<file path="src/rtl/uart_pkg.sv">
// uart_pkg: shared UART frame constants and FSM state encoding for the TX and RX paths.
package uart_pkg;
    typedef enum logic [2:0] {ST_IDLE, ST_START, ST_DATA, ST_PARITY, ST_STOP} uart_state_e;
    localparam int UART_DATA_BITS = 8;
    localparam int UART_FRAME_BITS = 11;
    localparam int UART_CLKS_PER_BIT = 5208;
    localparam logic UART_IDLE_LEVEL = 1'b1;
endpackage

</file>
<file path="src/rtl/uart_baud_tick.sv">
// uart_baud_tick: bit-period counter; bit_end strobes on the last cycle of each bit period.
module uart_baud_tick #(
    parameter int CLKS_PER_BIT = uart_pkg::UART_CLKS_PER_BIT
) (
    input  logic clk,
    input  logic rst,
    input  logic clr,
    input  logic en,
    output logic bit_end
);
    localparam int W = $clog2(CLKS_PER_BIT);
    localparam logic [W-1:0] LAST = W'(CLKS_PER_BIT - 1);
    logic [W-1:0] cnt;
    assign bit_end = en && cnt == LAST;
    always_ff @(posedge clk) begin
        if (rst || clr || bit_end) cnt <= '0;
        else if (en) cnt <= cnt + W'(1);
    end
endmodule

</file>
<file path="src/rtl/uart_tx_parity.sv">
// uart_tx_parity: UART transmitter, start + 8 data bits LSB-first + parity + stop.
// tx is registered from the current state, so the line lags the FSM by one cycle.
module uart_tx_parity
    import uart_pkg::*;
#(
    parameter int CLKS_PER_BIT = UART_CLKS_PER_BIT,
    parameter bit PARITY_ODD = 1'b0
) (
    input  logic       clk,
    input  logic       rst,
    input  logic [7:0] tx_data,
    input  logic       tx_valid,
    output logic       tx_ready,
    output logic       tx,
    output logic       tx_done
);
    localparam int IW = $clog2(UART_DATA_BITS);
    uart_state_e state;
    logic [UART_DATA_BITS-1:0] sh;
    logic [IW-1:0] idx;
    logic par;
    logic bit_end;
    logic accept;
    assign tx_ready = state == ST_IDLE && !rst;
    assign accept = tx_valid && tx_ready;
    uart_baud_tick #(.CLKS_PER_BIT(CLKS_PER_BIT)) u_baud (
        .clk(clk),
        .rst(rst),
        .clr(accept),
        .en(state != ST_IDLE),
        .bit_end(bit_end)
    );
    always_ff @(posedge clk) begin
        if (rst) begin
            state <= ST_IDLE;
            tx <= UART_IDLE_LEVEL;
            tx_done <= 1'b0;
            sh <= '0;
            idx <= '0;
            par <= 1'b0;
        end else begin
            tx_done <= 1'b0;
            tx <= state == ST_START ? 1'b0 :
                  state == ST_DATA ? sh[0] :
                  state == ST_PARITY ? par : UART_IDLE_LEVEL;
            case (state)
                ST_IDLE: if (accept) begin
                    sh <= tx_data;
                    par <= ^tx_data ^ PARITY_ODD;
                    idx <= '0;
                    state <= ST_START;
                end
                ST_START: if (bit_end) state <= ST_DATA;
                ST_DATA: if (bit_end) begin
                    sh <= sh >> 1;
                    idx <= idx + IW'(1);
                    if (idx == IW'(UART_DATA_BITS - 1)) state <= ST_PARITY;
                end
                ST_PARITY: if (bit_end) state <= ST_STOP;
                ST_STOP: if (bit_end) begin
                    state <= ST_IDLE;
                    tx_done <= 1'b1;
                end
                default: state <= ST_IDLE;
            endcase
        end
    end
endmodule

</file>
<file path="config.mk">
export PLATFORM = sky130hd
export DESIGN_NAME = uart_tx_parity
export DESIGN_NICKNAME = d
export VERILOG_FILES = /design/src/rtl/uart_pkg.sv /design/src/rtl/uart_baud_tick.sv /design/src/rtl/uart_tx_parity.sv
export SDC_FILE = /design/constraint.sdc
export NUM_CORES = 1
export LEC_CHECK = 0
export ABC_AREA = 1
export CORE_ASPECT_RATIO = 0.7
export CORE_MARGIN = 2
export CORE_UTILIZATION = 30
export DETAILED_ROUTE_END_ITERATION = 16
export GPL_ROUTABILITY_DRIVEN = 0
export GPL_TIMING_DRIVEN = 0
export HOLD_SLACK_MARGIN = 0.03
export PLACE_DENSITY = 0.52
export SYNTH_ARGS = -nofsm -noshare
export SYNTH_HDL_FRONTEND = slang
export SYNTH_HIERARCHICAL = 1
export SYNTH_SLANG_ARGS = --single-unit
</file>
<file path="constraint.sdc">
create_clock -name clk -period 2.4 [get_ports clk]
set_input_delay 0.36 -clock clk [delete_from_list [all_inputs] [get_ports clk]]
set_output_delay 0.36 -clock clk [all_outputs]
set_load 0.005 [all_outputs]
</file>
== Yosys cells after proc, flatten, opt, wreduce, memory -nomap -nowiden ==
Index checks and enable logic that the tools add are counted.
Cells by class
  add/sub/neg operators: 2
  equal/unequal tests: 12
  mux-type cells: 17
  bitwise operators: 1
  reductions and logical operators: 14
Operators by type and width (number)
  $mux 3: 8
  $mux 8: 2
  $pmux 8 s2: 1
  $pmux 3 s5: 1
  $add 13x1->13 const B: 1
  $eq 13x13->1 const B: 1
  $ne 2x1->1 const B: 6
  $reduce_xor 8->1: 1
  $eq 3x2->1 const B: 2
  $eq 3x3->1 const B: 2
  $pmux 3 s2: 1
  $reduce_and 6->1: 1
  $mux 1: 4
  $add 3x1->3 const B: 1
  $eq 3x1->1 const B: 1
  $logic_and 1x1->1: 3
  $logic_not 3->1: 1
  $reduce_and 3->1: 1
  $reduce_bool 3->1: 1
  $logic_or 1x1->1: 2
  $reduce_and 2->1: 1
  $reduce_bool 2->1: 1
  $reduce_or 2->1: 1
  $logic_not 1->1: 1
  $not 1->1: 1
Storage, ports and cells
  bits in registers: 30
  bits of input ports: 11
  output and inout port bits: 3
  logic and storage cells: 53

== Logic depth before layout (Yosys ltp) ==
Gate-level depths: netlist (run 1).
  word-level depth: 5
  depth in mapped cells: 15
  gate-level depth less buffers: 13

== By module ==
Netlist (run 1), hierarchy kept.
By module, submodules not included
  uart_tx_parity: instances 1, cells each 159, area an instance 1011.0 um2, seq. area each 340.3 um2
  uart_baud_tick: instances 1, cells each 106, area an instance 737.0 um2, seq. area each 260.2 um2

== Worst setup path after synthesis (run 1) ==
Ideal clock, no wire load.
  kind: reg2reg
  from: reg state[2]
  to: reg sh[0]
  setup time: 0.116 ns
  data arrival time: 1.685 ns
  required time: 2.284 ns
  slack: 0.599 ns
  cell stages (with the launch flop): 16
  buffers on the path: 2
  period minus slack after synthesis: 1.801 ns
  path through: dfxtp_1 nor2_4 buf_6 nand2_2 buf_6 nand2_1 nor2_1 nand2_2 inv_1 inv_1 nor2_2 inv_2 nand2_4 inv_2 nor2_1 nor2_1
Between the ends
  elaborated cells on any way between the ends: 11
  those cells by class: 3 x eq/ne; 1 x mux; 7 x reduce/logical
RTL lines
  start: declaration: RTL line uart_tx_parity.sv:18  | uart_state_e state;
  start signal: assignment: RTL line uart_tx_parity.sv:35  | state <= ST_IDLE;
  start signal: assignment: RTL line uart_tx_parity.sv:51  | state <= ST_START;
  start signal: assignment: RTL line uart_tx_parity.sv:53  | ST_START: if (bit_end) state <= ST_DATA;
  $reduce_bool 3->1: RTL line uart_tx_parity.sv:30  | .en(state != ST_IDLE),
  $logic_and 1x1->1: RTL line uart_baud_tick.sv:14  | assign bit_end = en && cnt == LAST;
  named net bit_end: RTL line uart_tx_parity.sv:22  | logic bit_end;
  $ne 2x1->1 (no source line)
  $reduce_and 3->1 (no source line)
  end signal: assignment: RTL line uart_tx_parity.sv:48  | sh <= tx_data;
  end signal: assignment: RTL line uart_tx_parity.sv:55  | sh <= sh >> 1;
  end: declaration: RTL line uart_tx_parity.sv:19  | logic [UART_DATA_BITS-1:0] sh;
The timed path passes the listed nets, and every way through them passes these cells.
A chain may end at the register's enable or synchronous reset.

== Worst setup path after layout (run 1) ==
  from: reg state[0]
  to: reg sh[4]
The elaborated chain is that of the path after synthesis.

==> flow_summary.yaml, run 1 <==
grt:
  use_met3: 0.0308
  grt.total_usage: 0.133
  met1_usage: 0.217
  grt_max_degree: 11
  busiest_layer: "met1"
  gr-usage-met2: 0.160
  grt-ovfl-total: 0
  grt_pass1_wl_um: 6560
  antenna_found_initial: 0
  grt_pass1_vias: 1392
final_layout:
  final_cells: 361
  multi_input_area_um2: 973
  mostFrequentLayoutCells: "69 x nand2_1, 43 x nor2_1, 30 x dfxtp_1, 28 x inv_1, 24 x nand3_1"
  final_common_cell: "nand2_1"
  n_antenna_cell: 0
  fill_cells: 616
  drive_above_1_share: 0.140
  fin_util: 0.364
  syn_to_final_growth_pct: 18.0
  stdcell_area_um2: 2060
  seqCellArea_um2: 601
  fin_nets: 299
die:
  rows: 23
  dieHeight_um: 67.9
  core_um2: 5670
  io_pins: 14
  dieWidth_um: 95.2
  design.die.area_um2: 6460
  start_util: 0.308
power:
  seq_power_share: 0.396
  power.total_uw: 1500
  p_leak_uw: 0.000900
  p_clk_frac: 0.279
  combinationalPowerShare: 0.325
  pwr_density_cell_nw_per_um2: 729
  swShare: 0.346
  vdd_ir_drop_max_v: 0.000256
  p_int_uw: 984
  switching_power_uw: 520
status:
  status: "finished clean"
critical_path:
  cpMaxStageDelayCell: "dfxtp_1"
  worst_path_most_repeated_cell: "nor2_1"
  arrival_ns: 2.31
  max_stage_delay_ns: 0.43
  crit_required_ns: 2.58
  start_kind: "flop"
  critPathCaptureType: "flop"
  crit_chain: "nor2_4 -> buf_6 -> nand2_2 -> buf_6 -> nand2_1 -> nor2_1 -> nand2_2 -> inv_1 -> inv_1 -> nor2_2 -> inv_2 -> nand2_4 -> inv_2 -> nor2_1 -> nor2_1"
  worstPathMaxFanout: 10
  worstSetupPathType: "flop to flop"
drt:
  dr.pass1.iters: 4
  wl_per_cell_um: 10.6
  drt_iter0_drc: 82
  vias_per_cell: 4.32
  via_count: 1558
  post-route-drc-count: 0
  antenna_left: 0
  wirelength_um: 3810
timing:
  finalCritPeriodShare: 0.890
  finalSetupViolCount: 0
  min_period_ns: 2.14
  finalMaxSlewViolations: 0
  max_slew.worst_pin.slew_ns: 0.466
  hold_viol: 0
  fmax_mhz: 468
  fin_skew_ns: 0.00402
  tns_ns: 0
  relSlewSlack: 0.688
  rsz0062_at_grt: "no"
yosys:
  netlist_area_um2: 1750
  ys_types: 27
  syn-num-nets: 279
  synthCells: 265
  ys_seq_elements: 30
  yosysWarnings: 6
  syn-mean-instance-area_um2: 6.60
  yosysSeqAreaShare: 0.344
clock_network:
  post_cts.repair.setup_buffers: 0
  cts_hold_buf: 0
  clock_latency_ns: 0.28
  htreeDepth: 2
  cts.root.buffer_cell: "clkbuf_8"
  cts_buffers: 5
  cts_resized: 0
  cts_tree: "done"
  clockBufferDepth: 2
  numClockSinks: 30
  cts.clk_slew.worst_paths_ns: 0.07
placed_design:
  io_buffers: 13
  dp_cells: 353
  dp_hpwl_um: 2860
  dpl_cell_area_um2: 1970
min_path:
  min_path_type: "flop to flop"
run:
  cap_violations: 0
[cell type report]
type,instances,area share
multi-input cells,196,0.472
flip-flops and latches,30,0.291
repair buffers,13,0.0631
inverters,33,0.0600
well taps,75,0.0455
clock buffers,7,0.0418
plain buffers,6,0.0243
clock inverters,1,0.00243
[path summary, 6_finish.rpt]
kind,from,to,slack (ns),cells after the start
worst min-delay path,idx[1]$_SDFFE_PP0P_,idx[1]$_SDFFE_PP0P_,0.47,2
worst max register to register,state[0]$_SDFFE_PP0P_,sh[4]$_SDFFE_PP0P_,0.26,15
worst min register to register,idx[1]$_SDFFE_PP0P_,idx[1]$_SDFFE_PP0P_,0.47,2
worst max-delay path,state[0]$_SDFFE_PP0P_,sh[4]$_SDFFE_PP0P_,0.26,15
[critical path, delay by kind of cell (launching register included)]
| family | cells | cell delay [ns] |
|---|---|---|
| AND/OR/NAND/NOR | 9 | 0.95 |
| buffers and inverters | 6 | 0.64 |
| flip-flops | 1 | 0.43 |
[synthesized netlist by cell type, drive strengths merged]
cell type | number | share of area
nand3 | 26 | 0.080
xor2 | 3 | 0.015
o21ai | 13 | 0.037
mux2i | 1 | 0.0057
inv | 33 | 0.071
dfxtp | 30 | 0.34
nor2 | 49 | 0.13
nand4 | 6 | 0.025
xnor2 | 2 | 0.010
nand2 | 81 | 0.20
nor3 | 1 | 0.0029
buf | 6 | 0.029
ha | 3 | 0.021
nand3b | 1 | 0.0043
a21oi | 10 | 0.033
[kinds of logic (layout without fill, tap and decap cells)]
logic type | Yosys count | count (layout) | synth area share
mux | 1 | 1 | 0.00573
xor+xnor | 5 | 5 | 0.0251
fa+ha+maj | 3 | 3 | 0.0215
compound gates | 23 | 23 | 0.0702
flops | 30 | 30 | 0.344
buf+inv | 39 | 60 | 0.0995
simple gates | 164 | 164 | 0.434
[power groups by stage]
stage | registers [uW] | logic (uW) | clock network (uW)
6_report | 595 | 489 | 420
5_1_grt | 602 | 556 | 462
4_1_cts | 595 | 494 | 441
3_5_place_dp | 606 | 491 | 0
3_3_place_gp | 606 | 492 | 0
2_1_floorplan | 596 | 375 | 0
[metal layers]
metal,vias to the layer above,part of all wire
met3,5,0.040
met4,0,0.014
met2,20,0.35
met5,-,0
li1,869,-
met1,664,0.60
[state kept, by name, indices dropped and copies added (netlist names)]
signal / cells
state: 3
idx: 3
u_baud/cnt: 13
tx: 1
par: 1
sh: 8
tx_done: 1
[through the flow]
step | hold WS (ns) | setup slack, ns
final | 0.466 | 0.263
after global placement | 0.452 | 0.208
after global routing | 0.499 | 0.00109
after detailed placement | 0.451 | 0.239
after CTS | 0.467 | 0.231
after floorplan | 0.429 | 0.599
No activity file was read; power rests on OpenSTA's default activity.
==> run 2, diff against run 1 <==
- GPL_TIMING_DRIVEN: 0 -> 1
- SETUP_SLACK_MARGIN: not set -> 0.5
==> run 2 against run 1 <==
  * Via count increased by 3.1%
  * Total power shrank 0.98%
  * Clock skew up 0.0061 ns
  * Sequential share of layout area barely moved
  * Register-to-register slack better by 0.38 ns
  * Wire length up 3.6%
  * Worst setup slack better by 0.38 ns
  * First-iteration DRC count rose by 71%
  * Utilization increased by 0.46 points
  * Largest cell class unchanged
  * Highest routed layer unchanged
==> flow_summary.yaml, run 2 (synthesis results as in run 1) <==
status:
  status: "finished clean"
die:
  dieWidth_um: 95.2
  io_pins: 14
  dieHeight_um: 67.9
  design.die.area_um2: 6460
  start_util: 0.308
  rows: 23
  core_um2: 5670
clock_network:
  htreeDepth: 2
  clockBufferDepth: 2
  cts_hold_buf: 0
  cts_tree: "done"
  cts_buffers: 5
  cts.clk_slew.worst_paths_ns: 0.07
  cts.root.buffer_cell: "clkbuf_8"
  clock_latency_ns: 0.28
  numClockSinks: 30
grt:
  grt.total_usage: 0.139
  grt_pass1_vias: 1435
  antenna_found_initial: 0
  grt-ovfl-total: 0
  grt_pass1_wl_um: 6940
  grt_max_degree: 14
timing:
  min_period_ns: 1.75
  tns_ns: 0
  finalMaxSlewViolations: 0
  relSlewSlack: 0.829
  hold_viol: 0
  fin_skew_ns: 0.0101
  rsz0062_at_grt: "yes"
  finalCritPeriodShare: 0.731
  finalSetupViolCount: 0
  worst_slack_ns: 0.645
  fmax_mhz: 570
  max_slew.worst_pin.slew_ns: 0.256
final_layout:
  drive_above_1_share: 0.168
  syn_to_final_growth_pct: 19.5
  final_common_cell: "nand2_1"
  n_antenna_cell: 0
  fin_nets: 300
  reg.largest.list: "u_baud/cnt (13), sh (8)"
  stdcell_area_um2: 2090
  mostFrequentLayoutCells: "69 x nand2_1, 42 x nor2_1, 28 x inv_1, 26 x dfxtp_1, 24 x nand3_1"
  regMostFlops: "u_baud/cnt"
  largest_reg_flops: 13
  fin_util: 0.369
power:
  vdd_ir_drop_max_v: 0.000215
  p_leak_uw: 0.000915
  pwr_density_cell_nw_per_um2: 713
drt:
  antenna_left: 0
  wl_per_cell_um: 10.9
  via_count: 1606
  wirelength_um: 3950
  drt_iter0_drc: 140
  dr.pass1.iters: 4
  vias_per_cell: 4.45
  post-route-drc-count: 0
critical_path:
  arrival_ns: 1.93
  worstSetupPathType: "flop to flop"
  crit_chain: "ha_4 -> nand3_1 -> nor2_2 -> nand2_2 -> inv_1 -> inv_1 -> nor2_4 -> inv_2 -> nand2_4 -> inv_4 -> nor2_1 -> nor2_1"
  max_stage_delay_ns: 0.38
  worstPathMaxFanout: 10
  crit_required_ns: 2.58
  reg2regPathDepth: 12
  start_kind: "flop"
  critPathCaptureType: "flop"
  cpMaxStageDelayCell: "dfxtp_4"
placed_design:
  io_buffers: 13
  dp_hpwl_um: 2960
  pre_cts_ws_ns: 0.394
  dpl_cell_area_um2: 1960
min_path:
  min_path_type: "flop to flop"
  holdPathStages: 1
run:
  cap_violations: 0
run 2: cell types whose count changed in the layout (fill, tap and decap cells not counted), sizes merged:
cell	change
buf	+1
clkbuf	-2
clkdlybuf4s50	-2
clkinv	+1
dlygate4sd2	+1
dlymetal6s2s	+1
run 2: power breakdown:
| group | internal (uW) | leakage, uW | switching [uW] |
|---|---|---|---|
| Clock | 194 | 0.0000438 | 189 |
| Combinational | 198 | 0.000625 | 305 |
| Sequential | 558 | 0.000246 | 44.7 |
run 2: worst max-delay path, delay by kind of cell (launching register included):
kind	cells	cell delay [ns]
and+or+nand+nor	7	0.78
buffers and inverters	4	0.33
adders and majority gates	1	0.15
DFF	1	0.38
run 2: cell type report:
| cell class | instances | area, um^2 |
|---|---|---|
| Clock buffer | 5 | 68.8 |
| Clock inverter | 2 | 10.0 |
| Fill cell | 603 | 3580 |
| Inverter | 33 | 126 |
| Multi-Input combinational cell | 196 | 998 |
| Sequential cell | 30 | 608 |
| Tap cell | 75 | 93.8 |
| Timing Repair Buffer | 20 | 184 |
run 2: layer usage:
layer	vias to the layer above	track usage	routed length [um]	share of wire
li1	874	-	-	-
met1	697	0.226	2290	0.58
met2	30	0.179	1460	0.37
met3	5	0.0297	152	0.039
met4	0	0.0380	49	0.012
met5	-	0	0	0
run 2: final timing paths:
| path | startpoint | to | slack, ns |
|---|---|---|---|
| max | u_baud/cnt[0]$_SDFFE_PP0P_ | sh[4]$_SDFFE_PP0P_ | 0.65 |
| min | idx[0]$_SDFFE_PP0P_ | idx[0]$_SDFFE_PP0P_ | 0.45 |
| max reg2reg | u_baud/cnt[0]$_SDFFE_PP0P_ | sh[4]$_SDFFE_PP0P_ | 0.65 |
| min reg2reg | idx[0]$_SDFFE_PP0P_ | idx[0]$_SDFFE_PP0P_ | 0.45 |
run 2: timing repair:
| action | CTS | global route |
|---|---|---|
| setup endpoints to repair | 11 | 12 |
| gates resized for setup | 5 | 8 |
| pin swaps | 0 | 2 |
| buffers inserted | 1 | 1 |
run 2: per-stage QoR:
| stage | hold slack (ns) | instances | power (uW) |
|---|---|---|---|
| after global placement | 0.448 | 352 | 1070 |
| after global routing | 0.498 | 361 | 1590 |
| after floorplan | 0.429 | 265 | 972 |
| after CTS | 0.454 | 360 | 1490 |
| final | 0.450 | 361 | 1490 |
| after detailed placement | 0.445 | 352 | 1070 |
